## config.mk

```make
export PLATFORM = sky130hd
export DESIGN_NAME = sa_skew_feeder_flat
export DESIGN_NICKNAME = d
export VERILOG_FILES = /design/src/rtl/sa_skew_feeder_if.sv /design/src/rtl/sa_skew_feeder.sv /design/src/flat_wrapper.sv
export SDC_FILE = /design/constraint.sdc
export NUM_CORES = 2
export LEC_CHECK = 0
export ABC_CLOCK_PERIOD_IN_PS = 25600
export CAP_MARGIN = 30
export CORE_MARGIN = 5
export CORE_UTILIZATION = 30
export CTS_CLUSTER_SIZE = 12
export DETAILED_ROUTE_END_ITERATION = 8
export MAX_ROUTING_LAYER = met4
export PLACE_DENSITY = 0.49
export SYNTH_ARGS = -nofsm -noshare
export SYNTH_HDL_FRONTEND = slang
export SYNTH_SLANG_ARGS = --single-unit
```

## constraint.sdc

```tcl
create_clock -name clk -period 25.6 [get_ports clk]
set_clock_uncertainty 0.2 [all_clocks]
set_input_delay 2.56 -clock clk [delete_from_list [all_inputs] [get_ports clk]]
set_output_delay 2.56 -clock clk [all_outputs]
set_load 0.005 [all_outputs]
```

## src/rtl/sa_skew_feeder_if.sv

```systemverilog
// Load-side handshake for sa_skew_feeder: each beat carries A column k and B row k,
// lane i packed at bits [i*DATA_WIDTH +: DATA_WIDTH].
interface sa_skew_feeder_if #(
    parameter int SIZE       = 8,
    parameter int DATA_WIDTH = 32
);
    logic                       in_valid;
    logic                       in_ready;
    logic [SIZE*DATA_WIDTH-1:0] in_a;
    logic [SIZE*DATA_WIDTH-1:0] in_b;

    modport master (output in_valid, output in_a, output in_b, input in_ready);
    modport slave  (input in_valid, input in_a, input in_b, output in_ready);
endinterface

```

## src/rtl/sa_skew_feeder.sv

```systemverilog
// Operand feeder for SystolicArray: buffers one SIZE x SIZE A/B pair and replays it as skewed wavefronts.
// Define SA_FEED_DBUF_EN for ping-pong buffering so the next frame loads while the current one issues.
//
// state | meaning
// IDLE  | one cycle after reset release
// LOAD  | accepting beats into the fill bank, nothing issuing
// CLR   | clear the array accumulators (sa_rst_n low on the output stage)
// ISSUE | wavefronts t = 0 .. 2*SIZE-2
// DRAIN | DRAIN_CYCLES zero beats, frame_done on the last one
module sa_skew_feeder #(
    parameter int SIZE         = 8,
    parameter int DATA_WIDTH   = 32,
    parameter int DRAIN_CYCLES = 8
) (
    input  logic                       clk,
    input  logic                       rst,
    sa_skew_feeder_if.slave            ld,
    output logic [SIZE*DATA_WIDTH-1:0] a_out,
    output logic [SIZE*DATA_WIDTH-1:0] b_out,
    output logic                       sa_rst_n,
    output logic                       busy,
    output logic                       frame_done
);

    localparam int KW  = (SIZE > 1) ? $clog2(SIZE) : 1;
    localparam int TW  = $clog2(2 * SIZE);
    localparam int DCW = (DRAIN_CYCLES > 0) ? $clog2(DRAIN_CYCLES + 1) : 1;

    typedef enum logic [2:0] {S_IDLE, S_LOAD, S_CLR, S_ISSUE, S_DRAIN} state_t;

    state_t           state_q, state_d;
    logic [KW-1:0]    beat_q, beat_d;
    logic [TW-1:0]    t_q, t_d;
    logic [DCW-1:0]   drain_q, drain_d;
    logic             in_ready_q, in_ready_d;
    logic             accept, fill_done, frame_end;
    logic [SIZE*DATA_WIDTH-1:0] a_nx, b_nx;
    int               idx;

`ifdef SA_FEED_DBUF_EN
    localparam int NB = 2;
    logic fill_bank_q, fill_bank_d, iss_bank_q, iss_bank_d, fill_full_q, fill_full_d;
`else
    localparam int NB = 1;
    logic fill_bank_q, iss_bank_q;
    assign fill_bank_q = 1'b0;
    assign iss_bank_q  = 1'b0;
`endif

    logic [DATA_WIDTH-1:0] a_buf [NB][SIZE][SIZE];
    logic [DATA_WIDTH-1:0] b_buf [NB][SIZE][SIZE];

    assign ld.in_ready = in_ready_q;
    assign accept      = ld.in_valid && in_ready_q;
    assign fill_done   = accept && (beat_q == KW'(SIZE - 1));

    always_comb begin
        state_d   = state_q;
        beat_d    = beat_q;
        t_d       = t_q;
        drain_d   = drain_q;
        frame_end = 1'b0;
`ifdef SA_FEED_DBUF_EN
        fill_bank_d = fill_bank_q;
        iss_bank_d  = iss_bank_q;
        fill_full_d = fill_full_q;
`endif
        if (accept) beat_d = fill_done ? '0 : beat_q + 1'b1;

        unique case (state_q)
            S_IDLE: state_d = S_LOAD;
            S_LOAD: begin
                if (fill_done) begin
                    state_d = S_CLR;
`ifdef SA_FEED_DBUF_EN
                    iss_bank_d  = fill_bank_q;
                    fill_bank_d = ~fill_bank_q;
`endif
                end
            end
            S_CLR: begin
                state_d = S_ISSUE;
                t_d     = '0;
            end
            S_ISSUE: begin
                if (t_q == TW'(2 * SIZE - 2)) begin
                    if (DRAIN_CYCLES == 0) begin
                        frame_end = 1'b1;
                    end else begin
                        state_d = S_DRAIN;
                        drain_d = DCW'(DRAIN_CYCLES - 1);
                    end
                end else begin
                    t_d = t_q + 1'b1;
                end
            end
            S_DRAIN: begin
                if (drain_q == '0) frame_end = 1'b1;
                else               drain_d   = drain_q - 1'b1;
            end
            default: state_d = S_IDLE;
        endcase

`ifdef SA_FEED_DBUF_EN
        // A fill completing while a frame is in flight parks until the frame ends.
        if (state_q != S_LOAD && fill_done) fill_full_d = 1'b1;
        if (frame_end) begin
            if (fill_full_q || fill_done) begin
                state_d     = S_CLR;
                iss_bank_d  = fill_bank_q;
                fill_bank_d = iss_bank_q;
                fill_full_d = 1'b0;
            end else begin
                state_d = S_LOAD;
            end
        end
        in_ready_d = (state_d != S_IDLE) && !fill_full_d;
`else
        if (frame_end) state_d = S_LOAD;
        in_ready_d = (state_d == S_LOAD);
`endif
    end

    // Lane i of A lags by i cycles; B lane j indexes rows the same way.
    always_comb begin
        a_nx = '0;
        b_nx = '0;
        idx  = 0;
        if (state_q == S_ISSUE) begin
            for (int i = 0; i < SIZE; i++) begin
                idx = int'(t_q) - i;
                if (idx >= 0 && idx < SIZE) begin
                    a_nx[i*DATA_WIDTH +: DATA_WIDTH] = a_buf[iss_bank_q][KW'(i)][KW'(idx)];
                    b_nx[i*DATA_WIDTH +: DATA_WIDTH] = b_buf[iss_bank_q][KW'(idx)][KW'(i)];
                end
            end
        end
    end

    always_ff @(posedge clk) begin
        if (accept) begin
            for (int i = 0; i < SIZE; i++) begin
                a_buf[fill_bank_q][KW'(i)][beat_q] <= ld.in_a[i*DATA_WIDTH +: DATA_WIDTH];
                b_buf[fill_bank_q][beat_q][KW'(i)] <= ld.in_b[i*DATA_WIDTH +: DATA_WIDTH];
            end
        end
    end

    // Output stage trails the state register by one cycle, giving the 2-cycle load-to-wavefront latency.
    always_ff @(posedge clk or negedge rst) begin
        if (!rst) begin
            state_q    <= S_IDLE;
            beat_q     <= '0;
            t_q        <= '0;
            drain_q    <= '0;
            in_ready_q <= 1'b0;
            a_out      <= '0;
            b_out      <= '0;
            sa_rst_n   <= 1'b1;
            busy       <= 1'b0;
            frame_done <= 1'b0;
`ifdef SA_FEED_DBUF_EN
            fill_bank_q <= 1'b0;
            iss_bank_q  <= 1'b0;
            fill_full_q <= 1'b0;
`endif
        end else begin
            state_q    <= state_d;
            beat_q     <= beat_d;
            t_q        <= t_d;
            drain_q    <= drain_d;
            in_ready_q <= in_ready_d;
            a_out      <= a_nx;
            b_out      <= b_nx;
            sa_rst_n   <= (state_q != S_CLR);
            busy       <= (state_q == S_CLR) || (state_q == S_ISSUE) || (state_q == S_DRAIN);
            frame_done <= frame_end;
`ifdef SA_FEED_DBUF_EN
            fill_bank_q <= fill_bank_d;
            iss_bank_q  <= iss_bank_d;
            fill_full_q <= fill_full_d;
`endif
        end
    end

endmodule

```

## src/flat_wrapper.sv

```systemverilog
// flat-port wrapper written by rule: the top's interface ports become plain ports
module sa_skew_feeder_flat 
#(
    parameter int SIZE         = 8,
    parameter int DATA_WIDTH   = 32,
    parameter int DRAIN_CYCLES = 8
)
  (clk, rst, a_out, b_out, sa_rst_n, busy, frame_done, ld_in_valid, ld_in_a, ld_in_b, ld_in_ready);
  sa_skew_feeder_if #(.SIZE(SIZE), .DATA_WIDTH(DATA_WIDTH)) ld_i ();
  input  logic clk;
  input  logic rst;
  output logic [SIZE*DATA_WIDTH-1:0] a_out;
  output logic [SIZE*DATA_WIDTH-1:0] b_out;
  output logic sa_rst_n;
  output logic busy;
  output logic frame_done;
  input wire logic [$bits(ld_i.in_valid)-1:0] ld_in_valid;
  input wire logic [$bits(ld_i.in_a)-1:0] ld_in_a;
  input wire logic [$bits(ld_i.in_b)-1:0] ld_in_b;
  output wire logic [$bits(ld_i.in_ready)-1:0] ld_in_ready;
  assign ld_i.in_valid = ld_in_valid;
  assign ld_i.in_a = ld_in_a;
  assign ld_i.in_b = ld_in_b;
  assign ld_in_ready = ld_i.in_ready;
  sa_skew_feeder #(.SIZE(SIZE), .DATA_WIDTH(DATA_WIDTH), .DRAIN_CYCLES(DRAIN_CYCLES)) u_core (.clk(clk), .rst(rst), .ld(ld_i), .a_out(a_out), .b_out(b_out), .sa_rst_n(sa_rst_n), .busy(busy), .frame_done(frame_done));
endmodule
```

# After elaboration in Yosys (flattened, before gate mapping)
# Memory sizes are Yosys's and may differ from the RTL's.
# Index checks and enable logic that the tools add are counted.
# op_classes
addsub	10
n_lt_le_gt_ge	26
n_eq_ne	11
mux	78
bitwise_logic	9
n_reduce_logical	19
# op_table
operator	count
2-to-1 mux 2048 bit	4
binary-select mux 256 bit (select 3 bit)	4
demux 256 bit (select 3 bit)	4
2-to-1 mux 256 bit	6
2-to-1 mux 32 bit	33
2-to-1 mux 224 bit	3
2-to-1 mux 192 bit	3
2-to-1 mux 160 bit	3
binary-select mux 32 bit (select 3 bit)	4
>= comparator 32 x 1 -> 1 bit, second input constant	7
< comparator 32 x 5 -> 1 bit, second input constant	7
demux 32 bit (select 3 bit)	1
>= comparator 3 x 4 -> 1 bit, second input constant	8
NOT 3 bit	8
subtractor 4 x 3 -> 5 bit, second input constant	4
one-hot mux 4 bit (2 select lines)	2
one-hot mux 3 bit (5 select lines)	1
2-to-1 mux 3 bit	4
2-to-1 mux 4 bit	3
logical AND 1 bit	11
subtractor 4 x 2 -> 5 bit, second input constant	2
equality test 3 x 1 -> 1 bit, second input constant	2
equality test 3 x 2 -> 1 bit, second input constant	2
equality test 3 bit, second input constant	2
20 further kinds	25
# word_totals
register_bits	530
mem_bits_rw	3072
romBits	1024
out_inout_bits	516
elab_cells	169
mem_count	6
# mem_list
memory	words	width	read_ports	rd_ports_with_merged_regs	wr	line_no	rtl
u_core.b_buf	1	2048	1	0	4	sa_skew_feeder.sv:51	logic [DATA_WIDTH-1:0] b_buf [NB][SIZE][SIZE];
u_core.a_buf	1	1024	1	0	4	sa_skew_feeder.sv:50	logic [DATA_WIDTH-1:0] a_buf [NB][SIZE][SIZE];
(no name shown)	8	32	1	0	0	sa_skew_feeder.sv:133	a_nx[i*DATA_WIDTH +: DATA_WIDTH] = a_buf[iss_bank_q][KW'(i)][KW'(idx)];
(no name shown)	8	32	1	0	0	sa_skew_feeder.sv:133	
(no name shown)	8	32	1	0	0	sa_skew_feeder.sv:133	
(no name shown)	8	32	1	0	0	sa_skew_feeder.sv:133	

# Logic depth before layout (Yosys ltp)
# depth
word_depth	7
mapped_depth	12
ltp_nobuf	6

# Worst setup path after synthesis
# No wires, ideal clock.
# synth_path
path_type	input to register
start	in ld_in_valid
end	mem u_core.a_buf[0][1000] (netlist name) (enable)
setup_time_ns	1.186
arrival_time_ns	20.196
path_slack_ns	4.018
path_stages	3
cell_sequence	nand2_1 or2_2 nor3_1
# synth_rtl
item	line_no	rtl
from (decl)	flat_wrapper.sv:17	input wire logic [$bits(ld_i.in_valid)-1:0] ld_in_valid;
to (decl)	sa_skew_feeder.sv:50	

==> results.py <==
metrics = {
    "critical_path": {
        "worst-setup-path-type": "in -> reg",
        "r2r.worst_path.cells": 7,
        "worstReg2RegEnd": "u_core.b_out[28]",
        "crit_path_end": "u_core.b_buf[0][433]",
        "slowest_delay_ns": 0.79,
        "endpoint_kind": "flip-flop",
        "cp_slowest_cell": "buf_4",
        "timing.critical_path.from_type": "input pin",
        "crit_arrival_ns": 6.45,
        "cell_by_cell_listing_of_the_critical_path": "clkdlybuf4s50_1 > nand2_1 > or2_2 > nor2_4 > buf_4 > buf_4 > buf_4",
        "worst-path-max-fanout": 44,
        "critical-path-top-cell-by-count": "buf_4",
        "worst_ep_required_time_ns": 25.86,
        "rr_startpoint": "u_core.t_q[1]",
        "critical_path.startpoint": "ld_in_valid",
        "rrSetupSlack_ns": 20.53,
    },
    "timing": {
        "clock.fmax_mhz": 162,
        "report.final.slew_viol_count": 0,
        "timing_hold_violations_final": 0,
        "min_period_over_period_pct": 24.2,
        "report.final.setup_viol": 0,
        "relSlewSlack_pct": 22.2,
        "rsz_0062_raised_after_global_routing": "false",
        "worst-slew-pin-transition_ns": 1.17,
        "period_minus_slack_ns": 6.18,
        "finalSetupTns_ns": 0,
    },
    "floorplanning": {
        "floorplan.initialDensity_pct": 30.1,
        "die_y_um": 553,
        "placement_rows": 199,
        "die_area_um2": 305000,
        "die_width_um": 553,
        "io-pin-count": 1031,
        "placeableCoreArea_um2": 294000,
    },
    "cells_and_area": {
        "syn2layout_area_growth_pct": 20.3,
        "layout-drive-gt1-share_pct": 19.8,
        "nFillCells": 27334,
        "multi_input_comb_area_um2": 18000,
        "final_nets": 5906,
        "layout.core_utilization_pct": 36.2,
        "final-seq-area_um2": 68400,
    },
    "yosys": {
        "ys.flop_type": "edfxtp_1",
        "synth_xor_area_share_pct": 0.0496,
        "syn_avg_cell_area_um2": 18.6,
        "number_of_enable_flip_flop_cells_after_synthesis": 2048,
        "yosys-mux-area-fraction_pct": 11.6,
        "synthSimpleGateAreaFrac_pct": 1.82,
        "netlist.top_cell.by_area": "edfxtp_1",
        "synth.yosys.warnings": 0,
        "count_leader_synth": "edfxtp_1",
        "synth-adder-area-share_pct": 0.156,
        "netlist_top_cells_area": "edfxtp_1 70%, dfrtp_1 7.7%, mux2_2 6.5%",
        "synthDistinctLibCells": 48,
        "async_s_r_ff_share_synth_pct": 11.8,
        "ys_seq_area_share_pct": 77.4,
        "synthDominantCellAreaShare_pct": 69.6,
        "syn-instance-count": 4747,
        "synth_compound_area_share_pct": 5.43,
        "synth_area_um2": 88300,
        "post_synth_most_frequent_cells": "2,048 x edfxtp_1, 513 x mux2_2, 448 x mux2i_1, 273 x dfrtp_1, 269 x buf_4",
        "dominant_combinational_cell_family_by_area_after_synthesis": "multiplexers",
        "synth_register_bits": 2322,
    },
    "place": {
        "io_buffers": 518,
        "post-dp-hpwl_mm": 122,
        "place.gp.congestion": 0.701,
    },
    "power_and_ir_drop": {
        "power.density_nw_per_um2": 115,
        "cellLeakagePower_nw": 35.7,
        "ir_drop_v": 0.000167,
    },
    "cts": {
        "cts-root-buf": "clkbuf_16",
        "clock_sink_count": 2322,
        "clkLatencyLatePin_ns": 0.85,
        "tritoncts": "done",
        "worst_setup_hold_path_clk_slew_ns": 0.05,
        "htree_levels": 5,
        "ctsLongestPathBuffers": 4,
        "cts-buffers-inserted": 268,
        "cts_hold_buffers": 0,
        "post_cts_resize_count": 0,
        "cts_setup_buffers": 0,
    },
    "min_path": {
        "hp-class": "reg -> reg",
    },
    "global_route": {
        "grt_pass1_vias": 45477,
        "wire_length_of_the_first_global_routing_pass_mm": 327,
        "gr-usage-all-layers_pct": 14.7,
        "grt_max_degree": 183,
        "grt_overflow_total": 0,
        "antenna_violations_before_repair": 54,
    },
    "route": {
        "antenna_left": 0,
        "dr_total_vias": 43834,
        "finalWirelength_mm": 226,
        "drt-wirelength-per-cell_um": 23.7,
        "routed_via_density": 4.59,
        "remaining_drc_errors": 0,
        "first_pass_iters": 5,
        "initialDrtViolationCount": 2694,
    },
    "run_status": {
        "outcome": "finished clean",
    },
    "flow_run": {
        "cap_violations": 0,
    },
}
-- cell type report --
type                    count  area share, %
diodes                     43          0.101
clock buffers             384           7.14
clock inverters           103           1.00
inverters                   6         0.0212
multi-input cells        2161           16.9
flip-flops and latches   2322           64.4
well taps                3919           4.62
repair buffers            621           5.85
-- per-layer routing --
metal | wire, µm | global-route usage [%]
met5 | 0 | -
met4 | 5240 | 3.70
met3 | 12500 | 3.27
met2 | 108000 | 23.7
met1 | 100000 | 18.9
-- cells in the final DEF, fill, tap and decap left out, types with 65 or more instances in the layout --
cell	Yosys	final
buf_4	269	85
clkbuf_1	129	75
nand2_1	88	81
clkdlybuf4s50_1	0	517
nor3_1	132	130
dfrtp_1	273	272
o22ai_1	257	257
a211oi_1	65	65
mux2_2	513	513
edfxtp_1	2048	2048
mux2i_1	448	448
a221oi_1	65	65
clkbuf_16	0	271
conb_1	1	256
-- stage by stage --
step | total power, W | setup WS [ns] | hold slack [ns] | std cells | instance area [µm²]
2_1_floorplan | 0.00743 | 4.02 | 0.291 | 5002 | 89300
3_3_place_gp | 0.00864 | 17.87 | 0.329 | 9019 | 97200
3_5_place_dp | 0.00868 | 18.43 | 0.332 | 9026 | 97400
4_1_cts | 0.0125 | 19.37 | 0.345 | 9513 | 106000
5_1_grt | 0.0129 | 19.26 | 0.367 | 9556 | 106000
6_report | 0.0122 | 19.42 | 0.339 | 9559 | 106000
-- how the worst min path moves through the flow --
stage / end / slack [ns] / cells past startpoint / from
5_1_grt: u_core.drain_q[3] / 0.37 / 2 / u_core.drain_q[3]
4_1_cts: u_core.drain_q[3] / 0.34 / 2 / u_core.drain_q[3]
2_1_floorplan: u_core.beat_q[0] / 0.29 / 2 / u_core.beat_q[0]
3_5_place_dp: u_core.drain_q[1] / 0.33 / 2 / u_core.drain_q[1]
6_report: u_core.drain_q[3] / 0.34 / 2 / u_core.drain_q[3]
3_3_place_gp: u_core.drain_q[3] / 0.33 / 2 / u_core.drain_q[3]
-- cells by family (layout without fill, tap and decap cells) --
kind of cell	count (synthesis)	after routing
muxes	961	961
other	1	299
xor gates and xnor gates	5	5
buffers and inverters	519	1114
adders and majority gates	11	11
AOI/OAI and AO/OA	603	603
DFF	2322	2322
and+or+nand+nor	325	325
-- sequential cells by signal, summed over array words and instances, names as in the netlist --
name / cells
u_core.drain_q: 4
u_core.a_out: 128
u_core.b_out: 128
u_core.b_buf: 1024
u_core.beat_q: 3
u_core.t_q: 4
u_core.busy: 1
u_core.ld.in_ready: 1
u_core.state_q: 3
u_core.frame_done: 1
u_core.sa_rst_n: 1
u_core.a_buf: 1024
-- worst max-delay path, delay by kind of cell --
family	cells	cell delay, ns
buffers and inverters	4	2.79
and+or+nand+nor	3	0.96
-- power breakdown --
| part | leakage [nW] | internal, W | total (W) | switching, W |
|---|---|---|---|---|
| Clock | 4.24 | 0.00219 | 0.00372 | 0.00153 |
| Combinational | 9.19 | 0.00150 | 0.00368 | 0.00218 |
| Sequential | 22.2 | 0.00464 | 0.00483 | 0.000185 |
Power figures use the tool's default switching activity.
